--- src/rtl/cache_if.sv ---
// Bus bundle between the CPU load/store path, the cache controller and main memory.
// Signal suffixes are from the controller's point of view.
interface cache_if #(
    parameter int ADDR_WIDTH = 32,
    parameter int DATA_WIDTH = 32,
    parameter int CNT_WIDTH  = 16
);
    logic                  cpu_req_i;
    logic                  cpu_we_i;
    logic [ADDR_WIDTH-1:0] cpu_addr_i;
    logic [DATA_WIDTH-1:0] cpu_wdata_i;
    logic [DATA_WIDTH-1:0] cpu_rdata_o;
    logic                  cpu_ack_o;
    logic                  cpu_stall_o;
    logic                  flush_i;
    logic                  mem_req_o;
    logic                  mem_we_o;
    logic [ADDR_WIDTH-1:0] mem_addr_o;
    logic [DATA_WIDTH-1:0] mem_wdata_o;
    logic                  mem_ready_i;
    logic [DATA_WIDTH-1:0] mem_rdata_i;
    logic [CNT_WIDTH-1:0]  hit_cnt_o;
    logic [CNT_WIDTH-1:0]  miss_cnt_o;

    modport slave (
        input  cpu_req_i, cpu_we_i, cpu_addr_i, cpu_wdata_i, flush_i,
        input  mem_ready_i, mem_rdata_i,
        output cpu_rdata_o, cpu_ack_o, cpu_stall_o,
        output mem_req_o, mem_we_o, mem_addr_o, mem_wdata_o,
        output hit_cnt_o, miss_cnt_o
    );

    modport master (
        output cpu_req_i, cpu_we_i, cpu_addr_i, cpu_wdata_i, flush_i,
        output mem_ready_i, mem_rdata_i,
        input  cpu_rdata_o, cpu_ack_o, cpu_stall_o,
        input  mem_req_o, mem_we_o, mem_addr_o, mem_wdata_o,
        input  hit_cnt_o, miss_cnt_o
    );
endinterface

--- src/rtl/cache_controller.sv ---
// Direct-mapped, one-word-per-line data cache controller.
// Write-through, no-write-allocate; read misses refill over the memory handshake.
//
// state   | meaning
// IDLE    | waiting for a CPU request or a flush
// LOOKUP  | tag compare; load hits complete here
// REFILL  | memory read for a load miss
// WRITE   | memory write-through for a store
// RESPOND | one-cycle ack after a memory transaction
module cache_controller #(
    parameter int ADDR_WIDTH   = 32,
    parameter int DATA_WIDTH   = 32,
    parameter int SET_WIDTH    = 3,
    parameter int TAG_WIDTH    = 27,
    parameter int CACHE_LENGTH = 8,
    parameter int CNT_WIDTH    = 16
) (
    input logic   clk,
    input logic   rst_n,
    cache_if.slave bus
);
    typedef enum logic [2:0] {IDLE, LOOKUP, REFILL, WRITE, RESPOND} state_t;

    state_t                  state_q;
    logic [ADDR_WIDTH-1:0]   addr_q;
    logic [DATA_WIDTH-1:0]   wdata_q;
    logic [DATA_WIDTH-1:0]   rdata_q;
    logic                    we_q;
    logic                    ack_q;
    logic                    mem_req_q;
    logic                    mem_we_q;
    logic [CACHE_LENGTH-1:0] valid_q;
    logic [CNT_WIDTH-1:0]    hit_cnt_q,  hit_cnt_d;
    logic [CNT_WIDTH-1:0]    miss_cnt_q, miss_cnt_d;

    logic [TAG_WIDTH-1:0]    tag_arr  [CACHE_LENGTH];
    logic [DATA_WIDTH-1:0]   data_arr [CACHE_LENGTH];

    logic [SET_WIDTH-1:0]    set;
    logic [TAG_WIDTH-1:0]    tag;
    logic                    lookup;
    logic                    hit;

    assign set    = addr_q[SET_WIDTH+1:2];
    assign tag    = addr_q[ADDR_WIDTH-1:SET_WIDTH+2];
    assign lookup = (state_q == LOOKUP);
    assign hit    = valid_q[set] && (tag_arr[set] == tag);

    always_comb begin
        hit_cnt_d  = hit_cnt_q;
        miss_cnt_d = miss_cnt_q;
        if (lookup && hit && (hit_cnt_q != '1))
            hit_cnt_d = hit_cnt_q + CNT_WIDTH'(1);
        if (lookup && !hit && (miss_cnt_q != '1))
            miss_cnt_d = miss_cnt_q + CNT_WIDTH'(1);
    end

    always_ff @(posedge clk or negedge rst_n) begin
        if (!rst_n) begin
            state_q    <= IDLE;
            addr_q     <= '0;
            wdata_q    <= '0;
            rdata_q    <= '0;
            we_q       <= 1'b0;
            ack_q      <= 1'b0;
            mem_req_q  <= 1'b0;
            mem_we_q   <= 1'b0;
            valid_q    <= '0;
            hit_cnt_q  <= '0;
            miss_cnt_q <= '0;
        end else begin
            hit_cnt_q  <= hit_cnt_d;
            miss_cnt_q <= miss_cnt_d;
            case (state_q)
                IDLE: begin
                    if (bus.flush_i) begin
                        valid_q <= '0;
                    end else if (bus.cpu_req_i) begin
                        addr_q  <= bus.cpu_addr_i;
                        wdata_q <= bus.cpu_wdata_i;
                        we_q    <= bus.cpu_we_i;
                        state_q <= LOOKUP;
                    end
                end
                LOOKUP: begin
                    if (we_q) begin
                        mem_req_q <= 1'b1;
                        mem_we_q  <= 1'b1;
                        state_q   <= WRITE;
                    end else if (hit) begin
                        state_q <= IDLE;
                    end else begin
                        mem_req_q <= 1'b1;
                        mem_we_q  <= 1'b0;
                        state_q   <= REFILL;
                    end
                end
                REFILL: begin
                    if (bus.mem_ready_i) begin
                        rdata_q      <= bus.mem_rdata_i;
                        valid_q[set] <= 1'b1;
                        mem_req_q    <= 1'b0;
                        ack_q        <= 1'b1;
                        state_q      <= RESPOND;
                    end
                end
                WRITE: begin
                    if (bus.mem_ready_i) begin
                        mem_req_q <= 1'b0;
                        mem_we_q  <= 1'b0;
                        ack_q     <= 1'b1;
                        state_q   <= RESPOND;
                    end
                end
                RESPOND: begin
                    ack_q   <= 1'b0;
                    state_q <= IDLE;
                end
                default: state_q <= IDLE;
            endcase
        end
    end

    // Tag/data arrays carry no reset; state_q is forced to IDLE by reset so no write can slip through.
    always_ff @(posedge clk) begin
        if (lookup && we_q && hit) begin
            data_arr[set] <= wdata_q;
        end else if ((state_q == REFILL) && bus.mem_ready_i) begin
            data_arr[set] <= bus.mem_rdata_i;
            tag_arr[set]  <= tag;
        end
    end

    assign bus.cpu_ack_o   = ack_q | (lookup && !we_q && hit);
    assign bus.cpu_rdata_o = lookup ? data_arr[set] : rdata_q;
    assign bus.cpu_stall_o = bus.cpu_req_i & ~bus.cpu_ack_o;
    assign bus.mem_req_o   = mem_req_q;
    assign bus.mem_we_o    = mem_we_q;
    assign bus.mem_addr_o  = addr_q & ~ADDR_WIDTH'(3);
    assign bus.mem_wdata_o = wdata_q;
    assign bus.hit_cnt_o   = hit_cnt_q;
    assign bus.miss_cnt_o  = miss_cnt_q;
endmodule
--- src/flat_wrapper.sv ---
// flat-port wrapper written by rule: the top's interface ports become plain ports
module cache_controller_flat 
#(
    parameter int ADDR_WIDTH   = 32,
    parameter int DATA_WIDTH   = 32,
    parameter int SET_WIDTH    = 3,
    parameter int TAG_WIDTH    = 27,
    parameter int CACHE_LENGTH = 8,
    parameter int CNT_WIDTH    = 16
)
  (clk, rst_n, bus_cpu_req_i, bus_cpu_we_i, bus_cpu_addr_i, bus_cpu_wdata_i, bus_flush_i, bus_mem_ready_i, bus_mem_rdata_i, bus_cpu_rdata_o, bus_cpu_ack_o, bus_cpu_stall_o, bus_mem_req_o, bus_mem_we_o, bus_mem_addr_o, bus_mem_wdata_o, bus_hit_cnt_o, bus_miss_cnt_o);
  cache_if #(.ADDR_WIDTH(ADDR_WIDTH), .DATA_WIDTH(DATA_WIDTH), .CNT_WIDTH(CNT_WIDTH)) bus_i ();
  input logic clk;
  input logic rst_n;
  input wire logic [$bits(bus_i.cpu_req_i)-1:0] bus_cpu_req_i;
  input wire logic [$bits(bus_i.cpu_we_i)-1:0] bus_cpu_we_i;
  input wire logic [$bits(bus_i.cpu_addr_i)-1:0] bus_cpu_addr_i;
  input wire logic [$bits(bus_i.cpu_wdata_i)-1:0] bus_cpu_wdata_i;
  input wire logic [$bits(bus_i.flush_i)-1:0] bus_flush_i;
  input wire logic [$bits(bus_i.mem_ready_i)-1:0] bus_mem_ready_i;
  input wire logic [$bits(bus_i.mem_rdata_i)-1:0] bus_mem_rdata_i;
  output wire logic [$bits(bus_i.cpu_rdata_o)-1:0] bus_cpu_rdata_o;
  output wire logic [$bits(bus_i.cpu_ack_o)-1:0] bus_cpu_ack_o;
  output wire logic [$bits(bus_i.cpu_stall_o)-1:0] bus_cpu_stall_o;
  output wire logic [$bits(bus_i.mem_req_o)-1:0] bus_mem_req_o;
  output wire logic [$bits(bus_i.mem_we_o)-1:0] bus_mem_we_o;
  output wire logic [$bits(bus_i.mem_addr_o)-1:0] bus_mem_addr_o;
  output wire logic [$bits(bus_i.mem_wdata_o)-1:0] bus_mem_wdata_o;
  output wire logic [$bits(bus_i.hit_cnt_o)-1:0] bus_hit_cnt_o;
  output wire logic [$bits(bus_i.miss_cnt_o)-1:0] bus_miss_cnt_o;
  assign bus_i.cpu_req_i = bus_cpu_req_i;
  assign bus_i.cpu_we_i = bus_cpu_we_i;
  assign bus_i.cpu_addr_i = bus_cpu_addr_i;
  assign bus_i.cpu_wdata_i = bus_cpu_wdata_i;
  assign bus_i.flush_i = bus_flush_i;
  assign bus_i.mem_ready_i = bus_mem_ready_i;
  assign bus_i.mem_rdata_i = bus_mem_rdata_i;
  assign bus_cpu_rdata_o = bus_i.cpu_rdata_o;
  assign bus_cpu_ack_o = bus_i.cpu_ack_o;
  assign bus_cpu_stall_o = bus_i.cpu_stall_o;
  assign bus_mem_req_o = bus_i.mem_req_o;
  assign bus_mem_we_o = bus_i.mem_we_o;
  assign bus_mem_addr_o = bus_i.mem_addr_o;
  assign bus_mem_wdata_o = bus_i.mem_wdata_o;
  assign bus_hit_cnt_o = bus_i.hit_cnt_o;
  assign bus_miss_cnt_o = bus_i.miss_cnt_o;
  cache_controller #(.ADDR_WIDTH(ADDR_WIDTH), .DATA_WIDTH(DATA_WIDTH), .SET_WIDTH(SET_WIDTH), .TAG_WIDTH(TAG_WIDTH), .CACHE_LENGTH(CACHE_LENGTH), .CNT_WIDTH(CNT_WIDTH)) u_core (.clk(clk), .rst_n(rst_n), .bus(bus_i));
endmodule
--- config.mk ---
export PLATFORM = sky130hd
export DESIGN_NAME = cache_controller_flat
export DESIGN_NICKNAME = d
export VERILOG_FILES = /design/src/rtl/cache_if.sv /design/src/rtl/cache_controller.sv /design/src/flat_wrapper.sv
export SDC_FILE = /design/constraint.sdc
export NUM_CORES = 1
export LEC_CHECK = 0
export CAP_MARGIN = 20
export CORE_MARGIN = 2
export CORE_UTILIZATION = 40
export DETAILED_ROUTE_END_ITERATION = 8
export GPL_ROUTABILITY_DRIVEN = 0
export GPL_TIMING_DRIVEN = 0
export PLACE_DENSITY = 0.6
export SETUP_SLACK_MARGIN = 0.1
export SKIP_LAST_GASP = 1
export SYNTH_ARGS = -nofsm -noshare
export SYNTH_HDL_FRONTEND = slang
export SYNTH_SLANG_ARGS = --single-unit
--- constraint.sdc ---
create_clock -name clk -period 7.2 [get_ports clk]
set_clock_uncertainty 0.05 [all_clocks]
set_input_delay 0.72 -clock clk [delete_from_list [all_inputs] [get_ports clk]]
set_output_delay 0.72 -clock clk [all_outputs]
set_load 0.005 [all_outputs]
# == Word-level counts from Yosys, hierarchy flattened ==
# Memories as Yosys holds them, arrays and structs flattened.
# Cells that the tools add are included.
# totals
reg_bits,143
mem_bits_rw,472
n_memories,2
in_bits,102
wordCells,92
# memory_table
name,depth,width,rd,rd_clocked_by_memory_dff,write_ports,line,rtl
u_core.data_arr,8,32,1,0,1,cache_controller.sv:37,logic [DATA_WIDTH-1:0] data_arr [CACHE_LENGTH];
u_core.tag_arr,8,27,1,0,1,cache_controller.sv:36,logic [TAG_WIDTH-1:0] tag_arr [CACHE_LENGTH];
# classes
add_sub_neg,2
n_eq_ne,14
n_bitwise,6
n_mux,29
n_lt_le_gt_ge,2
reduce_logical,26
# ops
cell,n
$mux W32,2
$add A16 B1 Y16 const B,2
$ne A16 B16 Y1 const B,2
$eq A27 B27 Y1,1
$mux W8,2
$pmux W8 S2,1
$reduce_and A3 Y1,5
$mux W1,13
$mux W3,4
$logic_and A1 B1 Y1,11
$ne A2 B2 Y1 const B,5
$pmux W3 S3,1
$or A8 B8 Y8,1
$reduce_bool A2 Y1,4
$eq A3 B2 Y1 const B,2
$pmux W1 S2,3
$lt A3 B4 Y1 const B,1
$reduce_and A2 Y1,2
$bmux W1 S3,1
$demux W1 S3,1
$eq A3 B1 Y1 const B,1
$eq A3 B3 Y1 const B,1
$ge A3 B1 Y1 const B,1
$logic_not A3 Y1,1
other kinds (8),11

# == Logic depth before layout (Yosys ltp) ==
# depth
depth_word,7
mapped_depth,13
mapped_depth_nobuf,8

# == Worst setup path before layout ==
# Ideal clock, no wire load.
# synth_timing
path_kind,flip-flop to flip-flop
start,register u_core.addr_q[2]
end,memory u_core.data_arr[0][0] (enable)
setup_slack_ps,1726
path_stages_with_launch,13
arrival_ps,4963
required_time_ps,6689
setup_time_ps,461
cell_sequence,dfrtp_1 buf_4 buf_4 buf_4 buf_4 buf_2 mux2i_1 xnor2_1 nor3_1 nand3_1 nor4_4 a31oi_1 nor3_1
# synth_via
elab_chain_cells,7
elab_cells_between_ends,11
# synth_lines
element,line,rtl
"start, declared",cache_controller.sv:25,logic [ADDR_WIDTH-1:0] addr_q;
"start signal, assigned",cache_controller.sv:79,addr_q <= bus.cpu_addr_i;
$mem_v2 Z8 W27 / $bmux W1 S3 (equally long branches),-,
$eq A27 B27 Y1 / $mux W1 (equally long branches),cache_controller.sv:47,assign hit = valid_q[set] && (tag_arr[set] == tag);
$logic_and A1 B1 Y1,cache_controller.sv:47,
$logic_and A1 B1 Y1,cache_controller.sv:126,if (lookup && we_q && hit) begin
$mux W1,cache_controller.sv:126,
$mux W1 (on tied branches),"cache_controller.sv:127, cache_controller.sv:129",
$or A1 B1 Y1 (no line),-,
"end, declared",cache_controller.sv:37,
# Parallel ways exist; a longest one is shown, timed or not. The select of a mux whose other input is x is not followed.

# == Final worst setup path ==
# layout_timing
start,register u_core.addr_q[2]
end,output bus_cpu_rdata_o[18]
# layout_via
elab_chain_cells,2
# layout_lines
element,line,rtl
$mem_v2 Z8 W32,-,
$mux W32,cache_controller.sv:135,assign bus.cpu_rdata_o = lookup ? data_arr[set] : rdata_q;
"end, declared",flat_wrapper.sv:22,output wire logic [$bits(bus_i.cpu_rdata_o)-1:0] bus_cpu_rdata_o;
# No other way between the ends.

==> key figures <==
Die
  • Chip width: approximately 250 µm
  • Starting Density: 40.19%
  • Placeable Area: roughly 60000 µm²
  • Die ar.: between 60000 and 70000 µm²
  • Die height: 252.3 µm
  • # IOs: ~230
  • Cell Rows: 91

Layout
  • Antenna cells: 0
  • Final Instance Area: roughly 31000 µm²
  • Footprint of the multi-input gates: 6641 µm²
  • Layout net count: about 2000
  • Seq. cell area: 17700 µm²
  • Non-filler cells, final: 2760
  • Area grow syn2layout: 24.32%
  • Final design utilization: about half
  • Layout cell share with drive strength beyond 1: around 17%
  • Layout fillers: 5161

Run
  • # Max-Cap Violations: 0

Route
  • Drt first pass iters: 5
  • Initial DRC count: 1337
  • Top sig layer: met4
  • Routed WL: 68130 µm
  • Routed len/inst: ~25 µm
  • Met3 WL post-DR: 4003 µm
  • Met1 wire length: 28860 µm
  • Met2 routed wirelength: approximately 33000 µm
  • Post-DRT Antenna Nets: 0
  • # DRC: 0
  • Via Count: 15047
  • Vias per std cell: ~5.5

Logic synthesis
  • Unique masters post-synth: 57
  • Ys Warns: 0
  • Post-synth EDFFs: ~470
  • Post-Syn Area: about 25000 µm²
  • Synth Flop Type: edfxtp_1
  • #FFs+latches synth: approximately 600
  • Synth top area cells: edfxtp_1 (57%), dfrtp_1 (14%), mux4_2 (4.7%), mux2_2 (4.5%), nand2_1 (3.2%)
  • Syn Inst Count: around 1600
  • Sequential cell area fraction in the yosys report: a little under three quarters
  • Post-Syn Area per Cell: ~16 µm²
  • Share of the synthesized area in the top cell type: 57.46%
  • FFs w/ async S/R, synth: between 20% and 30%
  • Synth area leader: edfxtp_1

Worst setup path
  • Worst-case reg-to-reg path depth: 13
  • Crit Path Max Fanout: 10
  • Reg2reg end: u_core.data_arr[2][30]
  • Setup CP Type: reg -> out
  • Crit start category: flop
  • Arrival time worst endpoint: between 6 and 7 ns
  • R2R Path Start: u_core.addr_q[3]
  • Flop2flop setup slack: between 1 and 1.5 ns
  • CP Data Required Time: 6.43 ns
  • CP Capture Type: output port

GRT
  • First-pass GRT wire length: 99650 µm
  • Largest net degree at the start of global routing: roughly 110
  • Gr usage total: 21.49%
  • Antenna violations before repair: 2
  • Global route overflow: 0
  • Vias in the first global route: 15282

STA
  • Slew HR: 20.61%
  • Min Tclk post-route: about 6.9 ns
  • Count of final hold-check violations: 0
  • RSZ-0062 raised after global routing: false
  • Final setup vio count: 0
  • Fin crit share: a little over nine tenths
  • Max Clk Rate: 143.9 MHz
  • Final sum of negative setup slack: 0 ns
  • Final Max Tran Viols: 0
  • Tightest Pin Transition: ~1.2 ns
  • Hold WS: about 0.42 ns

Placement
  • Dpl hpwl: 45330 µm
  • Port bufs: approximately 230
  • Post-DP Area: between 20000 and 30000 µm²
  • DP Cell Count: roughly 2600

Clocking
  • CTS sink cnt: roughly 610
  • Clk slew on worst S/H paths: around 0.050 ns
  • CTS resizes: 0
  • CTS root buf: clkbuf_16
  • Clk_lat worst skew: 0.60 ns
  • Longest Clk Path Bufs: 3
  • CTS Buf Count: 67
  • H-Tree Depth: 3
  • CTS tree: done

Status
  • Status: complete, no violations

Power
  • Cell leakage power: around 11 nW
  • Max VDD drop: between 0.0002 and 0.00025 V
  • PwrDens: between 400 and 500 nW/µm²

Min path
  • Hold path depth: 2
  • Endpoint, Worst Hold: u_core.rdata_q[14]
  • Hold Crit Class: reg -> reg
  • Hold Crit Start: u_core.rdata_q[14]
==> state kept, by name, summed over array words and instances (netlist names) <==
register                count
u_core.bus.miss_cnt_o      16
u_core.ack_q                1
u_core.bus.mem_wdata_o     32
u_core.addr_q              30
u_core.data_arr           256
u_core.valid_q              8
u_core.we_q                 1
u_core.bus.hit_cnt_o       16
u_core.tag_arr            216
u_core.state_q              3
u_core.bus.mem_we_o         1
u_core.bus.mem_req_o        1
u_core.rdata_q             32
==> layout by cell type, fill, tap and decap left out, types with 11 or more instances in the layout <==
| master | n |
|---|---|
| nor2_1 | 68 |
| a22oi_1 | 27 |
| mux4_2 | 51 |
| buf_4 | 15 |
| buf_6 | 24 |
| nor4_1 | 11 |
| clkbuf_1 | 69 |
| nor3_1 | 24 |
| edfxtp_1 | 472 |
| nand2_1 | 207 |
| clkbuf_16 | 68 |
| o21ai_0 | 16 |
| clkdlybuf4s50_1 | 228 |
| and3_1 | 15 |
| a21oi_1 | 68 |
| xor2_1 | 16 |
| nor2b_1 | 14 |
| mux2_2 | 99 |
| o21a_1 | 11 |
| buf_1 | 14 |
| nand3_1 | 16 |
| xnor2_1 | 28 |
| a221oi_1 | 18 |
| nand4_1 | 12 |
| mux2i_1 | 76 |
| dfrtp_1 | 141 |
==> per-stage QoR <==
stage	setup slack, ns	power [W]
finish	0.2522	0.01290
global route	0.09272	0.01352
CTS	0.2476	0.01301
detailed placement	0.9332	0.009750
global placement	-2.393	0.009620
floorplan	1.726	0.007540
==> worst max path at each step <==
stage                                start                endpoint  slack [ns]  depth (start not counted)
final                     u_core.addr_q[2]     bus_cpu_rdata_o[18]        0.25                         11
after global routing      u_core.addr_q[2]     bus_cpu_rdata_o[18]        0.09                         11
after CTS                 u_core.addr_q[2]     bus_cpu_rdata_o[18]        0.25                         11
after detailed placement  u_core.addr_q[2]     bus_cpu_rdata_o[18]        0.93                         11
after global placement    u_core.addr_q[3]  u_core.data_arr[2][26]       -2.39                         11
after floorplan           u_core.addr_q[2]   u_core.data_arr[0][0]        1.73                         12
==> kinds of logic (layout without fill, tap and decap cells) <==
| family | after synthesis | count (layout) | synth area share (%) |
|---|---|---|---|
| compound gates | 190 | 190 | 5.042 |
| simple gates | 408 | 408 | 7.452 |
| mux | 227 | 227 | 12.31 |
| buf+inv | 94 | 484 | 1.755 |
| other cells | 1 | 2 | 0.01520 |
| fa+ha+maj | 2 | 2 | 0.1014 |
| flops | 613 | 613 | 71.77 |
| xor+xnor | 44 | 44 | 1.562 |
==> what timing repair did <==
item / CTS / global route
buffers inserted: 0 / 0
hold buffers: 1 / 0
hold endpoints to repair: 35 / 0
==> routing by layer <==
| layer | up-vias | global-route usage, % |
|---|---|---|
| met3 | 132 | 3.975 |
| met1 | 7718 | 28.94 |
| met4 | 0 | 7.574 |
| met2 | 521 | 35.10 |
| met5 | - | 0 |
| li1 | 6676 | - |
==> cells in the mapped netlist, types with 2 or more instances <==
master	count
nand3_1	16
a221oi_1	18
a21oi_1	68
xor2_1	16
buf_1	14
dfrtp_1	141
a22oi_1	27
and3_1	15
o22a_1	2
o211ai_1	2
clkbuf_1	47
buf_2	10
o221ai_1	3
nor4_4	2
ha_1	2
nor4_1	11
buf_4	14
nand2b_1	5
mux2_2	99
o21ai_0	16
nand4b_1	2
edfxtp_1	472
a21o_1	2
inv_1	7
o22ai_1	7
o21a_1	11
nor3b_1	2
a22o_1	8
o31a_1	3
nor2b_1	14
a2111oi_0	2
xnor2_1	28
or2_2	3
buf_6	2
nand4_1	12
nor2_1	76
nand2_1	207
a211oi_1	8
a31oi_1	6
nor3_1	32
mux2i_1	76
and2_1	4
mux4_2	51
o21ai_1	3
==> critical path, cell delays in order, from the launching register on <==
cell and delay, ns:
dfrtp_1 0.48, buf_4 0.24, buf_4 0.24, buf_4 0.25
buf_4 0.29, buf_2 0.49, buf_1 0.83, clkbuf_1 0.58
buf_1 0.94, o21ai_0 0.29, a31oi_1 0.33, clkdlybuf4s50_1 0.58
==> final cells by class <==
class / count / share of cell area [%]
tap: 790 / 3.223
buffer: 87 / 1.326
clock inverter: 26 / 0.6079
timing repair buffer: 268 / 9.286
sequential: 613 / 57.73
inverter: 7 / 0.08568
clock buffer: 96 / 6.088
multi-input combinational: 873 / 21.66
==> where the power goes <==
| group | switching, W | internal (W) |
|---|---|---|
| registers | 0.000467 | 0.00469 |
| clock network | 0.00138 | 0.00185 |
| logic | 0.00258 | 0.00194 |
(Power assumes the default switching activity.)
